[src/rtl/iic_frame_ctrl_module_if.sv]
// rtl/iic_frame_ctrl_module_if.sv - signal bundle between start/valid detection, frame controller and EEPROM datapath
interface iic_frame_ctrl_module_if;
    logic       iic_valid;
    logic       iic_start_rising_r;
    logic       sda_in;
    logic       ee_wbusy_comb;
    logic [7:0] iic_rdata;
    logic [7:0] iic_cmd_reg;
    logic       iic_bitcnt_is_0;
    logic       sda_oe;
    logic       iic_rw;
    logic [7:0] iic_addr;
    logic [7:0] iic_wdata;
    logic       iic_wr_stb;
    logic       iic_rd_stb;

    modport slave (
        input  iic_valid, iic_start_rising_r, sda_in, ee_wbusy_comb, iic_rdata,
        output iic_cmd_reg, iic_bitcnt_is_0, sda_oe, iic_rw, iic_addr, iic_wdata,
               iic_wr_stb, iic_rd_stb
    );

    modport master (
        output iic_valid, iic_start_rising_r, sda_in, ee_wbusy_comb, iic_rdata,
        input  iic_cmd_reg, iic_bitcnt_is_0, sda_oe, iic_rw, iic_addr, iic_wdata,
               iic_wr_stb, iic_rd_stb
    );
endinterface

[src/rtl/iic_frame_ctrl_module.sv]
// rtl/iic_frame_ctrl_module.sv - I2C slave frame controller (define IIC_ADDR_AUTOINC_EN for word-address auto-increment)
module iic_frame_ctrl_module #(
    parameter logic [6:0] DEV_ADDR = 7'b1010000,
    parameter int         ADDR_W   = 8
) (
    input  logic                   iic_clk_c,
    input  logic                   iic_rst_n,
    iic_frame_ctrl_module_if.slave bus
);
    typedef enum logic [3:0] {
        IDLE, DEV, DEV_ACK, WADDR, WADDR_ACK, WDATA, WDATA_ACK, RDATA, RDATA_ACK
    } state_t;

    state_t              state_q, state_d;
    logic [2:0]          bit_cnt_q, bit_cnt_d;
    logic [7:0]          cmd_q, cmd_d;
    logic                rw_q, rw_d;
    logic [ADDR_W-1:0]   addr_q, addr_d;
    logic [7:0]          wdata_q, wdata_d;
    logic [7:0]          tx_q, tx_d;
    logic                sda_oe_q, sda_oe_d;
    logic                wr_stb_q, wr_stb_d;
    logic                rd_stb_q, rd_stb_d;
    logic                rx_state;
    logic [7:0]          byte_rx;

    assign rx_state = (state_q == DEV) || (state_q == WADDR) || (state_q == WDATA);
    assign byte_rx  = {cmd_q[6:0], bus.sda_in};

    always_ff @(posedge iic_clk_c) begin
        if (!iic_rst_n) begin
            state_q   <= IDLE;
            bit_cnt_q <= '0;
            cmd_q     <= '0;
            rw_q      <= 1'b0;
            addr_q    <= '0;
            wdata_q   <= '0;
            tx_q      <= '0;
            sda_oe_q  <= 1'b0;
            wr_stb_q  <= 1'b0;
            rd_stb_q  <= 1'b0;
        end else begin
            state_q   <= state_d;
            bit_cnt_q <= bit_cnt_d;
            cmd_q     <= cmd_d;
            rw_q      <= rw_d;
            addr_q    <= addr_d;
            wdata_q   <= wdata_d;
            tx_q      <= tx_d;
            sda_oe_q  <= sda_oe_d;
            wr_stb_q  <= wr_stb_d;
            rd_stb_q  <= rd_stb_d;
        end
    end

    always_comb begin
        state_d   = state_q;
        bit_cnt_d = bit_cnt_q;
        cmd_d     = cmd_q;
        rw_d      = rw_q;
        addr_d    = addr_q;
        wdata_d   = wdata_q;
        tx_d      = tx_q;
        wr_stb_d  = 1'b0;
        rd_stb_d  = 1'b0;

        if (!bus.iic_valid) begin
            state_d = IDLE;
        end else if (bus.iic_start_rising_r) begin
            state_d   = DEV;
            bit_cnt_d = 3'd7;
        end else begin
            if (rx_state) begin
                cmd_d     = byte_rx;
                bit_cnt_d = bit_cnt_q - 3'd1;
            end
            unique case (state_q)
                IDLE: ;
                DEV: if (bit_cnt_q == 3'd0) begin
                    // A busy EEPROM leaves the address unacknowledged so the master can poll.
                    if (byte_rx[7:1] == DEV_ADDR && !bus.ee_wbusy_comb) begin
                        rw_d     = byte_rx[0];
                        rd_stb_d = byte_rx[0];
                        state_d  = DEV_ACK;
                    end else begin
                        state_d = IDLE;
                    end
                end
                DEV_ACK: begin
                    bit_cnt_d = 3'd7;
                    if (rw_q) begin
                        tx_d    = bus.iic_rdata;
                        state_d = RDATA;
                    end else begin
                        state_d = WADDR;
                    end
                end
                WADDR: if (bit_cnt_q == 3'd0) begin
                    addr_d  = byte_rx;
                    state_d = WADDR_ACK;
                end
                WDATA: if (bit_cnt_q == 3'd0) begin
                    wdata_d  = byte_rx;
                    wr_stb_d = 1'b1;
                    state_d  = WDATA_ACK;
                end
                WADDR_ACK, WDATA_ACK: begin
                    bit_cnt_d = 3'd7;
                    state_d   = WDATA;
                end
                RDATA: begin
                    tx_d      = {tx_q[6:0], 1'b0};
                    bit_cnt_d = bit_cnt_q - 3'd1;
                    if (bit_cnt_q == 3'd0) state_d = RDATA_ACK;
                end
                RDATA_ACK: begin
                    if (!bus.sda_in) begin
                        tx_d      = bus.iic_rdata;
                        rd_stb_d  = 1'b1;
                        bit_cnt_d = 3'd7;
                        state_d   = RDATA;
`ifdef IIC_ADDR_AUTOINC_EN
                        addr_d    = addr_q + 1'b1;
`endif
                    end else begin
                        state_d = IDLE;
                    end
                end
                default: state_d = IDLE;
            endcase
        end

`ifdef IIC_ADDR_AUTOINC_EN
        // The word address moves on once the write strobe has been seen, even if the frame ends.
        if (wr_stb_q) addr_d = addr_q + 1'b1;
`endif

        sda_oe_d = (state_d == DEV_ACK) || (state_d == WADDR_ACK) || (state_d == WDATA_ACK)
                || ((state_d == RDATA) && !tx_d[7]);
    end

    assign bus.iic_cmd_reg     = cmd_q;
    assign bus.iic_bitcnt_is_0 = rx_state && (bit_cnt_q == 3'd0);
    assign bus.sda_oe          = sda_oe_q;
    assign bus.iic_rw          = rw_q;
    assign bus.iic_addr        = addr_q;
    assign bus.iic_wdata       = wdata_q;
    assign bus.iic_wr_stb      = wr_stb_q;
    assign bus.iic_rd_stb      = rd_stb_q;
endmodule

[src/flat_wrapper.sv]
// flat-port wrapper written by rule: the top's interface ports become plain ports
module iic_frame_ctrl_module_flat 
#(
    parameter logic [6:0] DEV_ADDR = 7'b1010000,
    parameter int         ADDR_W   = 8
)
  (iic_clk_c, iic_rst_n, bus_iic_valid, bus_iic_start_rising_r, bus_sda_in, bus_ee_wbusy_comb, bus_iic_rdata, bus_iic_cmd_reg, bus_iic_bitcnt_is_0, bus_sda_oe, bus_iic_rw, bus_iic_addr, bus_iic_wdata, bus_iic_wr_stb, bus_iic_rd_stb);
  iic_frame_ctrl_module_if bus_i ();
  input  logic iic_clk_c;
  input  logic iic_rst_n;
  input wire logic [$bits(bus_i.iic_valid)-1:0] bus_iic_valid;
  input wire logic [$bits(bus_i.iic_start_rising_r)-1:0] bus_iic_start_rising_r;
  input wire logic [$bits(bus_i.sda_in)-1:0] bus_sda_in;
  input wire logic [$bits(bus_i.ee_wbusy_comb)-1:0] bus_ee_wbusy_comb;
  input wire logic [$bits(bus_i.iic_rdata)-1:0] bus_iic_rdata;
  output wire logic [$bits(bus_i.iic_cmd_reg)-1:0] bus_iic_cmd_reg;
  output wire logic [$bits(bus_i.iic_bitcnt_is_0)-1:0] bus_iic_bitcnt_is_0;
  output wire logic [$bits(bus_i.sda_oe)-1:0] bus_sda_oe;
  output wire logic [$bits(bus_i.iic_rw)-1:0] bus_iic_rw;
  output wire logic [$bits(bus_i.iic_addr)-1:0] bus_iic_addr;
  output wire logic [$bits(bus_i.iic_wdata)-1:0] bus_iic_wdata;
  output wire logic [$bits(bus_i.iic_wr_stb)-1:0] bus_iic_wr_stb;
  output wire logic [$bits(bus_i.iic_rd_stb)-1:0] bus_iic_rd_stb;
  assign bus_i.iic_valid = bus_iic_valid;
  assign bus_i.iic_start_rising_r = bus_iic_start_rising_r;
  assign bus_i.sda_in = bus_sda_in;
  assign bus_i.ee_wbusy_comb = bus_ee_wbusy_comb;
  assign bus_i.iic_rdata = bus_iic_rdata;
  assign bus_iic_cmd_reg = bus_i.iic_cmd_reg;
  assign bus_iic_bitcnt_is_0 = bus_i.iic_bitcnt_is_0;
  assign bus_sda_oe = bus_i.sda_oe;
  assign bus_iic_rw = bus_i.iic_rw;
  assign bus_iic_addr = bus_i.iic_addr;
  assign bus_iic_wdata = bus_i.iic_wdata;
  assign bus_iic_wr_stb = bus_i.iic_wr_stb;
  assign bus_iic_rd_stb = bus_i.iic_rd_stb;
  iic_frame_ctrl_module #(.DEV_ADDR(DEV_ADDR), .ADDR_W(ADDR_W)) u_core (.iic_clk_c(iic_clk_c), .iic_rst_n(iic_rst_n), .bus(bus_i));
endmodule
[config.mk]
export PLATFORM = sky130hd
export DESIGN_NAME = iic_frame_ctrl_module_flat
export DESIGN_NICKNAME = d
export VERILOG_FILES = /design/src/rtl/iic_frame_ctrl_module_if.sv /design/src/rtl/iic_frame_ctrl_module.sv /design/src/flat_wrapper.sv
export SDC_FILE = /design/constraint.sdc
export NUM_CORES = 1
export LEC_CHECK = 0
export BUFFER_PORTS_ARGS = -buffer_cell sky130_fd_sc_hd__buf_2
export CAP_MARGIN = 10
export CORE_UTILIZATION = 50
export CTS_CLUSTER_SIZE = 24
export DETAILED_ROUTE_END_ITERATION = 7
export PLACE_DENSITY = 0.73
export SYNTH_ARGS = -nofsm -noshare
export SYNTH_HDL_FRONTEND = slang
export SYNTH_SLANG_ARGS = --single-unit
[constraint.sdc]
create_clock -name iic_clk_c -period 3.8 [get_ports iic_clk_c]
set_clock_uncertainty 0.1 [all_clocks]
set_input_delay 0.19 -clock iic_clk_c [delete_from_list [all_inputs] [get_ports iic_clk_c]]
set_output_delay 0.19 -clock iic_clk_c [all_outputs]
set_load 0.03 [all_outputs]
# Word level (Yosys, flattened, before mapping)
# Index checks and enable logic that the tools add are counted.
dict set report classes {
  shifts 0
  bitwise 4
  magnitude_cmp 0
  n_reduce_logical 22
  div_mod_pow 0
  eq_ne 15
  mul 0
  muxes 24
  add_sub_neg 1
}
# operator count
set op_table {}
lappend op_table {{two-way mux 8 bit} 4}
lappend op_table {{case mux 4 bit (8 select lines)} 1}
lappend op_table {{== test 4 x 3 -> 1 bit (second input constant)} 7}
lappend op_table {{two-way mux 4 bit} 6}
lappend op_table {{case mux 8 bit (3 select lines)} 1}
lappend op_table {{two-way mux 3 bit} 5}
lappend op_table {{== test 4 x 2 -> 1 bit (second input constant)} 3}
lappend op_table {{AND reduction 5 bit} 2}
lappend op_table {{case mux 3 bit (3 select lines)} 1}
lappend op_table {{AND reduction 4 bit} 2}
lappend op_table {{== test 7 bit (second input constant)} 1}
lappend op_table {{OR reduction 3 bit} 2}
lappend op_table {{logical OR 1 bit} 5}
lappend op_table {{== test 4 x 1 -> 1 bit (second input constant)} 1}
lappend op_table {{== test 4 bit (second input constant)} 1}
lappend op_table {{zero test 4 bit} 1}
lappend op_table {{two-way mux 1 bit} 4}
lappend op_table {{inverter 1 bit} 4}
lappend op_table {{OR reduction 4 bit} 1}
lappend op_table {{logical AND 1 bit} 3}
lappend op_table {{zero test 3 bit} 1}
lappend op_table {{AND reduction 3 bit} 1}
lappend op_table {{nonzero test 3 bit} 1}
lappend op_table {{subtractor 3 x 1 -> 3 bit (second input constant)} 1}
lappend op_table {{other kinds (6)} 7}
dict set report totals {
  in_bits 14
  ram_bits 0
  regBits 43
  latch_bits 0
  elab_cells 77
  output_inout_bits 29
  romBits 0
  memories 0
}

# Logic depth before layout (Yosys ltp)
# Gate-level depths: netlist of run 1.
dict set report depth {
  ltp_word 11
  ltp_mapped 9
}

# Worst setup path before layout of run 1
# OpenSTA, ideal clock, no wires.
dict set report synth_path {
  path_kind {register to register}
  from {register u_core.rw_q, in the netlist u_core.bus.iic_rw}
  to {register u_core.sda_oe_q, in the netlist u_core.bus.sda_oe}
  synth_period_minus_slack_ns 2.155
  path_buffers 1
  arrival_time_ns 1.976
  setup_slack_ns 1.645
  setup_time_ns 0.080
  stages_incl_launch_ff 8
  path_cell_list {dfxtp_1 and3b_1 o21a_1 buf_6 a22o_1 a22o_1 or4b_1 a211oi_2}
}
dict set report synth_via {
  elab_chain_len 8
  word_cells_on_any_way 17
  classes_between {4 x eq/ne; 8 x mux; 5 x reduce/logical}
}
# element line
set synth_lines {}
lappend synth_lines {{start: declaration} iic_frame_ctrl_module.sv:17} ;# logic rw_q, rw_d;
lappend synth_lines {{start signal: assignment} iic_frame_ctrl_module.sv:46} ;# rw_q <= rw_d;
lappend synth_lines {{two-way mux 3 bit} iic_frame_ctrl_module.sv:91} ;# if (rw_q) begin
lappend synth_lines {{case mux 4 bit (8 select lines)} iic_frame_ctrl_module.sv:77} ;# unique case (state_q)
lappend synth_lines {{two-way mux 4 bit} iic_frame_ctrl_module.sv:69} ;# end else if (bus.iic_start_rising_r) begin
lappend synth_lines {{two-way mux 4 bit} iic_frame_ctrl_module.sv:67} ;# if (!bus.iic_valid) begin
lappend synth_lines {{== test 4 x 2 -> 1 bit or == test 4 x 3 -> 1 bit (tied branches)} iic_frame_ctrl_module.sv:138} ;# sda_oe_d = (state_d == DEV_ACK) || (state_d == WADDR_ACK) || (state_d == WDATA_ACK)
lappend synth_lines {{logical OR 1 bit (2 in a row)} iic_frame_ctrl_module.sv:138}
lappend synth_lines {{logical OR 1 bit (*)} iic_frame_ctrl_module.sv:139} ;# || ((state_d == RDATA) && !tx_d[7]);
lappend synth_lines {{end signal: assignment} iic_frame_ctrl_module.sv:50} ;# sda_oe_q <= sda_oe_d;
lappend synth_lines {{end: declaration} iic_frame_ctrl_module.sv:21} ;# logic sda_oe_q, sda_oe_d;
# Mark *: on every way between the ends. The rest lies on a longest branch, timed or not. The select of a mux whose other input is x is not followed.
# A chain may end at the register's enable or synchronous reset.

# Worst setup path after layout of run 1
dict set report layout_path {
  from {register u_core.state_q[1]}
  to {register u_core.sda_oe_q, in the netlist u_core.bus.sda_oe}
}
dict set report layout_via {
  elab_chain_len 9
  word_cells_on_any_way 29
  classes_between {12 x eq/ne; 10 x mux; 7 x reduce/logical}
}
# element line
set layout_lines {}
lappend layout_lines {{start: declaration} iic_frame_ctrl_module.sv:14} ;# state_t state_q, state_d;
lappend layout_lines {{start signal: assignment} iic_frame_ctrl_module.sv:43} ;# state_q <= state_d;
lappend layout_lines {{== test 4 x 3 -> 1 bit} iic_frame_ctrl_module.sv:77}
lappend layout_lines {{OR reduction 2 bit} n/a}
lappend layout_lines {{case mux 4 bit (8 select lines)} iic_frame_ctrl_module.sv:77}
lappend layout_lines {{two-way mux 4 bit} iic_frame_ctrl_module.sv:69}
lappend layout_lines {{two-way mux 4 bit} iic_frame_ctrl_module.sv:67}
lappend layout_lines {{== test 4 x 2 -> 1 bit or == test 4 x 3 -> 1 bit (tied branches)} iic_frame_ctrl_module.sv:138}
lappend layout_lines {{logical OR 1 bit (2 in a row)} iic_frame_ctrl_module.sv:138}
lappend layout_lines {{logical OR 1 bit (*)} iic_frame_ctrl_module.sv:139}
# Mark *: on every way between the ends. The rest lies on a longest branch, timed or not.

==> results.yml, run 1 <==
outcome:
  status: "completed"
synth:
  synthFlopType: "dfxtp_1"
  yosysSeqAreaShare: 0.443
  avgSynthCellArea_um2: 9.39
  ys_warn_count: 0
  ys_ff_latch: 43
  synthArstFlopShare: 0
  synthCells: 207
  netlist_area_um2: 1940
  syn-num-nets: 223
  synth-edff-count: 0
  synth_cell_types: 42
power:
  combPwrFrac: 0.049
  switchingPower_uw: 193
  power.leakage_uw: 0.00112
  p_sw_frac: 0.219
  power.density_nw_per_um2: 385
  power.clock.fraction: 0.432
  pwr-share-seq: 0.519
  ir_drop_uv: 271
  intPower_uw: 686
cts:
  clkTransAtPathRegs_ns: 0.08
  cts_buffers: 5
  cts.sink_count: 43
  clockRootBuffer: "clkbuf_8"
  cts-resized-gates: 0
  postCtsSetupBuffers: 0
  htreeDepth: 2
  clk_path_buf_depth: 2
  cts_tree: "built"
  clk_latency_ns: 0.30
  hold_buffers: 0
worst_setup_path:
  cp_data_arrival_time_ns: 2.66
  critPathKind: "flop to flop"
  cp-end-kind: "flop"
  worst_ep_required_time_ns: 3.93
  start_kind: "flop"
  path_max_fanout: 15
drt:
  via_per_inst: 5.46
  vias: 1611
  ant_nets: 0
  dr.pass1.iters: 4
  drc: 0
  initialDrtViolationCount: 69
  finalWirelength_um: 4130
  wire_per_inst_um: 14.0
place:
  dpl_cell_area_um2: 2160
  gp_congestion: 0.861
  pre_cts_ws_ns: 1.30
  dp_hpwl_um: 2890
  port_buffers: 42
floorplan:
  die_w_um: 64.4
  initial_utilization: 0.527
  rows: 22
  io_pins: 43
  die_h_um: 64.4
  core_area_um2: 3690
  dieArea_um2: 4140
grt:
  grt_max_degree: 39
  grt_first_pass_wirelength_um: 6980
  antenna_found_initial: 0
  grt_pass1_vias: 1504
  track_usage: 0.221
  grt-ovfl-total: 0
cells_and_area:
  drive_gt1_frac: 0.231
  syn_to_final_growth_pct: 17.4
  final_area_um2: 2280
  num_antenna_cells: 0
  seqCellArea_um2: 861
  nFillCells: 340
  multi_input_area_um2: 1000
  layout.nets: 262
sta:
  setup_ws_ns: 1.27
  maxSlewViolCount: 0
  finalSetupTns_ns: 0
  finalSetupViolCount: 0
  period_share: 0.665
  worst_pin_slew_ns: 0.603
  rsz0062_at_grt: "no"
  finalHoldWorstSlack_ns: 0.0750
  final_hold_viol_count: 0
  fmaxAchievable_mhz: 396
  min_period_ns: 2.53
  slew_headroom: 0.596
job:
  maxCapViolCount: 0
hold_path:
  hold_path.class: "input pin to flop"
-- worst paths after layout --
path                                            end                start  cells past startpoint  slack (ns)
worst min-delay path                 u_core.tx_q[0]            iic_rst_n                      2        0.08
worst max register to register    u_core.bus.sda_oe    u_core.state_q[1]                      6        1.27
worst min register to register  u_core.bit_cnt_q[1]  u_core.bit_cnt_q[1]                      2        0.38
worst max-delay path              u_core.bus.sda_oe    u_core.state_q[1]                      6        1.27
-- stage by stage --
| step | instances | total power [µW] | util |
|---|---|---|---|
| 4_1_cts | 295 | 886 | 0.619 |
| 3_5_place_dp | 287 | 510 | 0.586 |
| 3_3_place_gp | 287 | 510 | 0.586 |
| 5_1_grt | 295 | 908 | 0.619 |
| 6_report | 295 | 879 | 0.619 |
| 2_1_floorplan | 207 | 493 | - |
-- cells in the final DEF (no fill, tap or decap), types with 3 or more instances in the layout --
master / Yosys / final
dfxtp_1: 43 / 43
buf_2: 3 / 42
nor2_1: 34 / 34
mux2i_1: 25 / 25
a21oi_1: 10 / 10
nor3_1: 9 / 9
a221oi_1: 7 / 7
nand2_1: 6 / 6
clkbuf_8: 0 / 6
inv_1: 5 / 5
o21ai_0: 5 / 5
nor2b_1: 4 / 4
nor3b_1: 4 / 4
and2_1: 4 / 4
a22o_1: 3 / 3
o21ai_1: 3 / 3
-- area by class of cell --
class,count,area share
clock buffers,6,0.0362
clock inverters,2,0.0170
inverters,5,0.00822
multi-input cells,148,0.440
flip-flops and latches,43,0.377
well taps,48,0.0263
repair buffers,43,0.0953
-- routing by layer --
metal	share of wire	routed length (µm)	vias to the layer above	GRT usage
li1	-	-	812	-
met1	0.49	2030	755	0.292
met2	0.45	1850	38	0.338
met3	0.045	187	6	0.0589
met4	0.016	65	0	0.0889
met5	0	0	-	0
-- cell usage after synthesis (all sizes together), types with 4 or more instances --
library cell,instances,area share
dfxtp,43,0.44
nor2b,4,0.013
a221oi,7,0.032
a21oi,10,0.026
mux2i,25,0.13
and2,4,0.013
clkbuf,5,0.0097
nand2,7,0.017
inv,5,0.0097
o21ai,9,0.025
nor2,34,0.066
buf,6,0.021
nor3b,4,0.015
nor3,9,0.023
-- critical path, cell delays in order, from the launching register on --
cell      delay (ns)
dfxtp_1         0.61
nor4bb_1        0.27
a22o_1          0.38
nand2_4         0.14
a22o_1          0.26
or4b_1          0.51
a211oi_2        0.18
-- power groups by stage --
stage,logic [µW],registers [µW],clock network (µW)
finish,43.2,456,379
detailed placement,43.2,467,0
global placement,43.2,467,0
CTS,43.2,457,386
floorplan,28.0,465,0
global route,48.1,457,403
-- logic make-up (layout without fill, tap and decap cells) --
| family | after synthesis | in the layout | share of synthesized area |
|---|---|---|---|
| AO/OA/AOI/OAI | 36 | 36 | 0.127 |
| XOR/XNOR | 2 | 2 | 0.00901 |
| adder cells (fa/ha/maj) | 2 | 2 | 0.0129 |
| buffers and inverters | 16 | 56 | 0.0405 |
| flip-flops | 43 | 43 | 0.443 |
| multiplexers | 26 | 26 | 0.134 |
| AND/OR/NAND/NOR | 82 | 82 | 0.234 |
No activity file was read; power rests on OpenSTA's default activity.
==> run 2: changes to the inputs <==
clock period = 2.59 ns   (was 3.8 ns; I/O delays follow)
==> results.yml, run 2 (synthesized netlist as in run 1, its figures left out) <==
cts:
  cts_buffers: 5
  postCtsSetupBuffers: 0
  cts.sink_count: 43
  cts_tree: "built"
  cts-resized-gates: 0
  htreeDepth: 2
  hold_buffers: 0
  clk_path_buf_depth: 2
  clk_latency_ns: 0.30
  clockRootBuffer: "clkbuf_8"
  clkTransAtPathRegs_ns: 0.08
worst_setup_path:
  cpMaxStageDelayCell: "dfxtp_1"
  worst_ep_required_time_ns: 2.72
  r2r_slack_ns: 0.17
  cp_data_arrival_time_ns: 2.55
  crit_top_cell: "a22o_1"
  rr_endpoint: "u_core.bus.sda_oe"
  crit_path_max_incr_delay_ns: 0.62
  cp-end-kind: "flop"
  crit_chain: "nor4bb_1 > a22o_1 > nand2_4 > a22o_1 > or4b_1 > a211oi_2"
  path_buf_inv: 0
  critPathKind: "flop to flop"
  path_max_fanout: 15
  reg2reg_depth: 6
  crit-reg2reg-launch: "u_core.state_q[1]"
  start_kind: "flop"
  cp_top_family: "simple AND/OR/NAND/NOR gates"
sta:
  min_period_ns: 2.42
  period_share: 0.935
  finalSetupViolCount: 0
  final_hold_viol_count: 0
  setup_ws_ns: 0.168
  finalSetupTns_ns: 0
  slew_headroom: 0.597
  rsz0062_at_grt: "no"
  maxSlewViolCount: 0
  fmaxAchievable_mhz: 413
  worst_pin_slew_ns: 0.602
place:
  dp.cells: 290
  pre_cts_ws_ns: 0.244
  gp_congestion: 0.833
  port_buffers: 42
  dp_hpwl_um: 2920
  dpl_cell_area_um2: 2180
power:
  ir_drop_uv: 447
  power.density_nw_per_um2: 557
  power.leakage_uw: 0.00114
  total_power_uw: 1280
grt:
  antenna_found_initial: 0
  grt-ovfl-total: 0
  use_met3: 0.0482
  grt_max_degree: 22
  grt_pass1_vias: 1422
  use_met1: 0.284
  track_usage: 0.212
  grt.busiest_layer: "met2"
  gr-usage-met2: 0.333
  grt_first_pass_wirelength_um: 6730
drt:
  drc: 0
  wire_per_inst_um: 14.1
  dr.pass1.iters: 5
  vias: 1647
  via_per_inst: 5.53
  ant_nets: 0
  initialDrtViolationCount: 85
  finalWirelength_um: 4200
floorplan:
  die_h_um: 64.4
  io_pins: 43
  initial_utilization: 0.527
  dieArea_um2: 4140
  die_w_um: 64.4
  core_area_um2: 3690
  rows: 22
outcome:
  status: "completed"
job:
  maxCapViolCount: 0
hold_path:
  hold_path.class: "input pin to flop"
  min_path_cells: 2
  hold_start: "iic_rst_n"
  min_to: "u_core.tx_q[0]"
cells_and_area:
  fin_cells: 298
  layout_commonest_cell: "dfxtp_1"
  final_area_um2: 2310
  num_antenna_cells: 0
  drive_gt1_frac: 0.240
  layout.nets: 265
  syn_to_final_growth_pct: 18.6
  most-common-layout-cells: "dfxtp_1 (43), buf_2 (42), nor2_1 (34)"
-- run 2: power by group --
part           switching [µW]  total (µW)  internal, µW
combinational            39.0        64.1          25.1
sequential               4.58         670           665
clock                     233         550           317
total                     277        1280          1010
-- run 2: worst max path at each step --
stage / depth (start not counted) / slack [ns] / start / to
after floorplan: 7 / 0.43 / u_core.bus.iic_rw / u_core.bus.sda_oe
final: 6 / 0.17 / u_core.state_q[1] / u_core.bus.sda_oe
after global routing: 6 / 0.05 / u_core.state_q[1] / u_core.bus.sda_oe
after global placement: 6 / 0.28 / u_core.state_q[1] / u_core.bus.sda_oe
after detailed placement: 6 / 0.24 / u_core.state_q[1] / u_core.bus.sda_oe
after CTS: 6 / 0.19 / u_core.state_q[1] / u_core.bus.sda_oe
-- run 2: metrics by stage --
stage	hold slack, ns	utilization
2_1_floorplan	0.151	-
3_3_place_gp	0.330	0.592
3_5_place_dp	0.332	0.592
4_1_cts	0.0230	0.625
5_1_grt	0.0275	0.625
6_report	0.0206	0.625
-- run 2: area by class of cell --
cell class                 instances  area, µm²
timing repair buffer              46        240
clock inverter                     2       38.8
sequential                        43        861
clock buffer                       6       82.6
tap                               48       60.1
fill                             335       1380
multi-input combinational        148       1000
inverter                           5       18.8
-- run 2: routing by layer --
| metal | routed length [µm] | vias to the layer above | part of all wire |
|---|---|---|---|
| li1 | - | 818 | - |
| met1 | 2050 | 782 | 0.49 |
| met2 | 1890 | 41 | 0.45 |
| met3 | 203 | 6 | 0.048 |
| met4 | 57 | 0 | 0.014 |
| met5 | 0 | - | 0 |
-- run 2: worst reg2reg max path, stage by stage (launching register included) --
cell	delay (ns)
dfxtp_1	0.62
nor4bb_1	0.31
a22o_1	0.26
nand2_4	0.10
a22o_1	0.25
or4b_1	0.53
a211oi_2	0.18
